### config.mk
export PLATFORM = sky130hd
export DESIGN_NAME = emergency_input_conditioner
export DESIGN_NICKNAME = d
export VERILOG_FILES = /design/src/rtl/emergency_pkg.sv /design/src/rtl/input_debouncer.sv /design/src/rtl/emergency_input_conditioner.sv
export SDC_FILE = /design/constraint.sdc
export NUM_CORES = 1
export LEC_CHECK = 0
export CORE_ASPECT_RATIO = 1.5
export CORE_MARGIN = 2
export CORE_UTILIZATION = 25
export DETAILED_ROUTE_END_ITERATION = 10
export HOLD_SLACK_MARGIN = 0.05
export SETUP_SLACK_MARGIN = 0.05
export SLEW_MARGIN = 20
export SYNTH_ARGS = -nofsm -noshare
export SYNTH_HDL_FRONTEND = slang
export SYNTH_HIERARCHICAL = 1
export SYNTH_SLANG_ARGS = --single-unit
### constraint.sdc
create_clock -name clk -period 2.8 [get_ports clk]
set_clock_uncertainty 0.1 [all_clocks]
set_input_delay 0.42 -clock clk [delete_from_list [all_inputs] [get_ports clk]]
set_output_delay 0.42 -clock clk [all_outputs]
set_load 0.02 [all_outputs]
### src/rtl/emergency_pkg.sv
// emergency_pkg: shared timing constants and lockout state encoding for the emergency subsystem
package emergency_pkg;
  localparam int CLK_HZ                  = 50_000_000;
  localparam int DEBOUNCE_CYCLES_DEFAULT = 1_000_000;
  localparam int LOCKOUT_CYCLES_DEFAULT  = 25_000_000;
  localparam int STUCK_CYCLES_DEFAULT    = 250_000_000;

  typedef enum logic {
    LOCK_READY  = 1'b0,
    LOCK_LOCKED = 1'b1
  } lock_state_e;

  function automatic int cnt_width(input int n);
    return (n < 2) ? 1 : $clog2(n);
  endfunction
endpackage

### src/rtl/input_debouncer.sv
// input_debouncer: two-flop synchroniser, stability debouncer and registered rise pulse
module input_debouncer
  import emergency_pkg::*;
#(
  parameter int DEBOUNCE_CYCLES = DEBOUNCE_CYCLES_DEFAULT
) (
  input  logic clk,
  input  logic reset_n,
  input  logic raw,
  output logic stable,
  output logic rise
);
  localparam int CW = cnt_width(DEBOUNCE_CYCLES);
  localparam logic [CW-1:0] LAST = CW'(DEBOUNCE_CYCLES - 1);

  logic          r_meta;
  logic          r_sync;
  logic          r_stable;
  logic          r_rise;
  logic [CW-1:0] r_cnt;

  // synchronise, then flip the stable level only after the input has disagreed for the full window
  always_ff @(posedge clk or negedge reset_n) begin
    if (!reset_n) begin
      r_meta   <= 1'b0;
      r_sync   <= 1'b0;
      r_stable <= 1'b0;
      r_rise   <= 1'b0;
      r_cnt    <= '0;
    end else begin
      r_meta <= raw;
      r_sync <= r_meta;
      r_rise <= 1'b0;
      if (r_sync == r_stable) begin
        r_cnt <= '0;
      end else if (r_cnt == LAST) begin
        r_stable <= r_sync;
        r_rise   <= r_sync;
        r_cnt    <= '0;
      end else begin
        r_cnt <= r_cnt + CW'(1);
      end
    end
  end

  assign stable = r_stable;
  assign rise   = r_rise;
endmodule

### src/rtl/emergency_input_conditioner.sv
// emergency_input_conditioner: debounced panic pulse with lockout and stuck detect, plus debounced danger level
module emergency_input_conditioner
  import emergency_pkg::*;
#(
  parameter int DEBOUNCE_CYCLES = DEBOUNCE_CYCLES_DEFAULT,
  parameter int LOCKOUT_CYCLES  = LOCKOUT_CYCLES_DEFAULT,
  parameter int STUCK_CYCLES    = STUCK_CYCLES_DEFAULT
) (
  input  logic clk,
  input  logic reset_n,
  input  logic panic_raw,
  input  logic danger_raw,
  output logic panic_pulse,
  output logic danger_level,
  output logic danger_rise,
  output logic panic_stuck
);
  localparam int LW = cnt_width(LOCKOUT_CYCLES);
  localparam int SW = cnt_width(STUCK_CYCLES);
  localparam logic [LW-1:0] LOCK_LAST  = LW'(LOCKOUT_CYCLES - 1);
  localparam logic [SW-1:0] STUCK_LAST = SW'(STUCK_CYCLES - 1);

  logic          w_panic_level;
  logic          w_panic_rise;
  logic          w_pulse;
  lock_state_e   r_state;
  lock_state_e   w_state_nxt;
  logic [LW-1:0] r_lock_cnt;
  logic [LW-1:0] w_lock_cnt_nxt;
  logic [SW-1:0] r_stuck_cnt;
  logic [SW-1:0] w_stuck_cnt_nxt;
  logic          r_stuck;

  input_debouncer #(.DEBOUNCE_CYCLES(DEBOUNCE_CYCLES)) u_panic (
    .clk    (clk),
    .reset_n(reset_n),
    .raw    (panic_raw),
    .stable (w_panic_level),
    .rise   (w_panic_rise)
  );

  input_debouncer #(.DEBOUNCE_CYCLES(DEBOUNCE_CYCLES)) u_danger (
    .clk    (clk),
    .reset_n(reset_n),
    .raw    (danger_raw),
    .stable (danger_level),
    .rise   (danger_rise)
  );

  // lockout next-state: accept a rise only in READY; rises while LOCKED or on the return cycle are dropped
  always_comb begin
    w_pulse        = (r_state == LOCK_READY) && w_panic_rise;
    w_state_nxt    = w_pulse ? LOCK_LOCKED :
                     (r_state == LOCK_LOCKED && r_lock_cnt == '0) ? LOCK_READY : r_state;
    w_lock_cnt_nxt = w_pulse ? LOCK_LAST :
                     (r_state == LOCK_LOCKED && r_lock_cnt != '0) ? r_lock_cnt - LW'(1) : r_lock_cnt;
  end

  // lockout state and countdown registers
  always_ff @(posedge clk or negedge reset_n) begin
    if (!reset_n) begin
      r_state    <= LOCK_READY;
      r_lock_cnt <= '0;
    end else begin
      r_state    <= w_state_nxt;
      r_lock_cnt <= w_lock_cnt_nxt;
    end
  end

  // saturating high-time counter for the debounced panic level
  always_comb begin
    w_stuck_cnt_nxt = !w_panic_level ? '0 :
                      (r_stuck_cnt == STUCK_LAST) ? r_stuck_cnt : r_stuck_cnt + SW'(1);
  end

  // stuck flag follows the counter reaching its limit and drops one cycle after the level falls
  always_ff @(posedge clk or negedge reset_n) begin
    if (!reset_n) begin
      r_stuck_cnt <= '0;
      r_stuck     <= 1'b0;
    end else begin
      r_stuck_cnt <= w_stuck_cnt_nxt;
      r_stuck     <= w_panic_level && (w_stuck_cnt_nxt == STUCK_LAST);
    end
  end

  assign panic_pulse = w_pulse;
  assign panic_stuck = r_stuck;
endmodule

Word level (Yosys, flattened, before mapping)
Index checks and enable logic that the tools add are counted.
Operators by class
  reductions and logical operators: 10
  bitwise gates (word level): 3
  equality and inequality tests: 6
  add/sub/neg operators: 4
  mux-type cells: 14
Operators with widths (number)
  $mux 20: 4
  $eq 28x28->1 const B: 2
  $mux 28: 2
  $mux 25: 2
  $add 20x1->20 const B: 2
  $eq 20x20->1 const B: 2
  $add 28x1->28 const B: 1
  $logic_not 25->1: 1
  $reduce_bool 25->1: 1
  $sub 25x1->25 const B: 1
  $mux 1: 6
  $logic_and 1x1->1: 4
  $reduce_and 2->1: 2
  $reduce_bool 2->1: 2
  $not 1->1: 3
  $eq 1x1->1: 2
Storage, ports and cells
  register bits after elaboration: 103
  word-level logic and storage cells: 51
  output and inout bits: 4

Logic depth before layout (Yosys ltp)
  depth in word-level cells: 5
  depth in mapped cells: 8
  gate-level depth less buffers: 7

Hierarchy
The synthesis kept the hierarchy.
Modules (own cells, without submodules)
  emergency_input_conditioner: times used 1, area an instance 3258.1 um2, cells each 360
  input_debouncer: times used 2, area an instance 1136.1 um2, cells each 116

Worst setup path after synthesis
No wires, ideal clock.
  kind: flip-flop to flip-flop
  start: reg r_stuck_cnt[3]
  end: reg r_stuck, in the netlist panic_stuck
  stages on the path, launching flop included: 9
  arrival: 2.289 ns
  setup time: 0.096 ns
  path slack: 0.315 ns
  buffers on the path: 2
  cells stage by stage: dfrtp_1 buf_2 nand2_2 or3_1 buf_6 or4_4 a2111oi_4 nand4b_1 nor4_2
On the way
  cells in the longest elaborated chain, start to end: 5
RTL lines
  from (decl): line emergency_input_conditioner.sv:30  | logic [SW-1:0] r_stuck_cnt;
  from (signal assigned): line emergency_input_conditioner.sv:82  | r_stuck_cnt <= w_stuck_cnt_nxt;
  $add 28x1->28 / $eq 28x28->1 (equally long branches): line emergency_input_conditioner.sv:73  | (r_stuck_cnt == STUCK_LAST) ? r_stuck_cnt : r_stuck_cnt + SW'(1);
  $mux 28 (*): line emergency_input_conditioner.sv:73
  $mux 28 (*): line emergency_input_conditioner.sv:72  | w_stuck_cnt_nxt = !w_panic_level ? '0 :
  $eq 28x28->1 (*): line emergency_input_conditioner.sv:83  | r_stuck <= w_panic_level && (w_stuck_cnt_nxt == STUCK_LAST);
  $logic_and 1x1->1 (*): line emergency_input_conditioner.sv:83
  to (signal assigned): line emergency_input_conditioner.sv:83
  to (decl): line emergency_input_conditioner.sv:32  | logic r_stuck;
Every way passes the cells marked *; elsewhere a longest branch is shown, timed or not.
A chain may end at the register's enable or synchronous reset.

Final worst setup path
  start: reg r_stuck_cnt[0]
  end: reg r_stuck, in the netlist panic_stuck
Same word-level chain as after synthesis.

==> qor.yml <==
synthesis:
  synth_area_leader_cell: "dfrtp_1"
  synthArstFlopShare_pct: 100
  synth-edff-count: 0
  synth_nets: 600
  syn_inst: 592
  synth.area.top_cells: "dfrtp_1, xnor2_1, nor2_1"
  synthesis.area_um2: 5530
  yosys.cell_types.count: 60
  netlist.area_leader.share_pct: 46.6
  synth_ff_type: "dfrtp_1"
  synth_most_common_cell: "dfrtp_1"
  synth_common_cells: "dfrtp_1, nor2_1, nand2_1"
  yosysSeqAreaShare_pct: 46.6
  yosysWarnings: 6
  synth.avg_cell_area_um2: 9.34
  ys_ff_latch: 103
hold_path:
  hold_depth: 0
  hp-class: "reg2reg"
timing:
  rsz0062_at_grt: "false"
  slew_viol_final: 0
  hold_viol: 0
  worst_slew_pin_slew_ns: 0.666
  timing.fmax_ghz: 0.389
  finalSetupTns_ns: 0
  max_slew_margin_pct: 55.4
  fin_crit_ns: 2.57
  setup_viol: 0
  min_period_over_period_pct: 91.9
cells_and_area:
  fin_cells: 877
  utilization_pct: 29.1
  syn2layout_area_growth_pct: 14.3
  drive_gt1_share_pct: 11.4
  antennaDiodeCount: 0
  final_net_count: 609
  nFillCells: 2254
setup_path:
  r2r-end: "panic_stuck$_DFF_PN0_"
  start_kind: "flop"
  reg2reg_setup_slack_ns: 0.23
  endpoint_kind: "flop"
  path_max_fanout: 6
  worst_path_max_delay_cell: "dfrtp_1"
  cp_slowest_stage_delay_ns: 0.47
  crit_end: "panic_stuck$_DFF_PN0_"
  worstReg2RegStart: "r_stuck_cnt[0]$_DFF_PN0_"
  worstPathCellList: "ha_1, nand4_1, nor3_1, nand3_1, a221oi_1, nand4b_1, nor4_2"
  worst-r2r-cell-count: 7
  critPathTopFamily: "simple AND/OR/NAND/NOR gates"
  critPathKind: "reg2reg"
  path_buf_inv: 0
  critPathLaunch: "r_stuck_cnt[0]$_DFF_PN0_"
  cp_num_cells: 7
  cp.required_ns: 2.96
  crit_arrival_ns: 2.74
clock_tree:
  clk_latency_ns: 0.35
  cts_tree: "yes"
  clockRootBuffer: "clkbuf_16"
  numCtsBuffers: 9
  ctsHtreeMaxLevel: 3
  cts.path.max_buffers: 2
  clkSinkCount: 103
  clk_pin_slew_ns: 0.07
global_routing:
  grt_pass1_vias: 4294
  grt_use_total_pct: 10.6
  grt_overflow: 0
  grt_max_degree: 66
  antenna_found_initial: 0
  grt_pass1_wl_mm: 20.3
placement:
  io_buffers: 7
  hpwlAfterDp_mm: 8.34
  dp_cells: 861
  place.gp.congestion: 0.896
route:
  wl_per_cell_um: 13.6
  via_count: 4352
  vias_per_cell: 4.96
  first_pass_iters: 5
  routed_wl_mm: 11.9
  drc_errors: 0
  final_antenna_net_count: 0
  drt-initial-drc-count: 349
run_status:
  status: "complete, no violations"
floorplanning:
  ios: 8
  die_y_um: 186
  die_w_um: 125
  core_um2: 21700
  dieArea_um2: 23400
  num_rows: 66
  start_util_pct: 25.5
job:
  maxCapViolations: 0
power_and_ir_drop:
  power.density_nw_per_um2: 467
  ir_worst_vdd_uv: 271
  p_leak_nw: 2.52
==> per-layer routing <==
layer  share of wire [%]  vias up  track usage, %
met5                   0        -               0
met2                  52       74            19.2
li1                    -     2129               -
met4                 4.3        0            6.76
met1                  41     2111            11.7
met3                 2.3       38            1.60
==> cells by family (layout without fill, tap and decap cells) <==
family / count (synthesis) / after routing / synth area share, %
and+or+nand+nor: 287 / 287 / 28.9
DFF: 103 / 103 / 46.6
adders and majority gates: 4 / 4 / 0.905
buffers and inverters: 54 / 67 / 3.98
AOI/OAI and AO/OA: 82 / 82 / 9.46
xor gates and xnor gates: 51 / 51 / 8.08
muxes: 11 / 11 / 2.06
==> layout make-up <==
class | count | area [µm²] | share of cell area (%)
multi-input combinational | 435 | 2740 | 43.3
sequential | 103 | 2580 | 40.8
tap | 272 | 340 | 5.38
timing repair buffer | 30 | 255 | 4.04
clock buffer | 11 | 253 | 4.00
inverter | 22 | 82.6 | 1.31
clock inverter | 4 | 76.3 | 1.21
==> report_power, final <==
part | total (mW) | leakage [nW] | internal, mW | switching, mW
clock network | 1.39 | 0.158 | 0.830 | 0.556
registers | 1.51 | 1.43 | 1.50 | 0.00999
logic | 0.0627 | 0.939 | 0.0175 | 0.0452
==> placed cells by master (no fill, tap or decap), types with 3 or more instances in the layout <==
cell type and instances:
o21ai_0 18, clkbuf_16 9, or2_2 4, nor4_2 3
and2_1 11, inv_1 21, nand2b_1 10, nand4b_1 3
o41ai_1 3, or3_2 6, mux2_2 3, nand2_1 43
nand4_1 17, ha_1 4, nor2_1 60, buf_4 22
or3_1 11, nand3_1 39, o31ai_1 9, a21oi_1 30
mux2i_1 8, nor3_1 17, xor2_1 24, xnor2_1 27
nor4_1 17, and3_1 5, nor3b_1 3, and3_2 3
or4_1 15, clkdlybuf4s50_1 6, dfrtp_1 103, o211ai_1 4
==> state kept, by name (all words and copies together), names as in the netlist <==
name and cells:
r_stuck_cnt 28, r_lock_cnt 25, u_danger/r_cnt 20, u_panic/r_cnt 20
panic_stuck 1, r_state 1, u_danger/r_meta 1, u_danger/r_sync 1
u_danger/rise 1, u_danger/stable 1, u_panic/r_meta 1, u_panic/r_sync 1
u_panic/rise 1, u_panic/stable 1
==> worst min-delay path by stage <==
stage | startpoint | end | slack [ns]
floorplan | reset_n | panic_stuck$_DFF_PN0_ | 0.02
global placement | u_panic/r_meta$_DFF_PN0_ | u_panic/r_sync$_DFF_PN0_ | 0.23
detailed placement | u_panic/r_meta$_DFF_PN0_ | u_panic/r_sync$_DFF_PN0_ | 0.24
CTS | u_panic/r_meta$_DFF_PN0_ | u_panic/r_sync$_DFF_PN0_ | 0.25
global route | u_panic/r_meta$_DFF_PN0_ | u_panic/r_sync$_DFF_PN0_ | 0.26
finish | u_panic/r_meta$_DFF_PN0_ | u_panic/r_sync$_DFF_PN0_ | 0.25
==> repair_timing <==
| action | CTS | global route |
|---|---|---|
| hold buffers | 1 | 0 |
| buffers inserted | 0 | 0 |
| hold endpoints to repair | 38 | 0 |
| gates resized for setup | 0 | 1 |
| setup endpoints to repair | 0 | 1 |
==> metrics by stage <==
stage	hold WS, ns	setup WS (ns)	area [µm²]	total power [mW]
6_report	0.252	0.226	6320	2.96
5_1_grt	0.255	0.0585	6320	3.07
4_1_cts	0.254	0.244	6320	3.01
3_5_place_dp	0.238	0.254	5980	1.60
3_3_place_gp	0.234	0.213	5980	1.60
2_1_floorplan	0.0244	0.315	5530	1.55
Power figures use the tool's default switching activity.
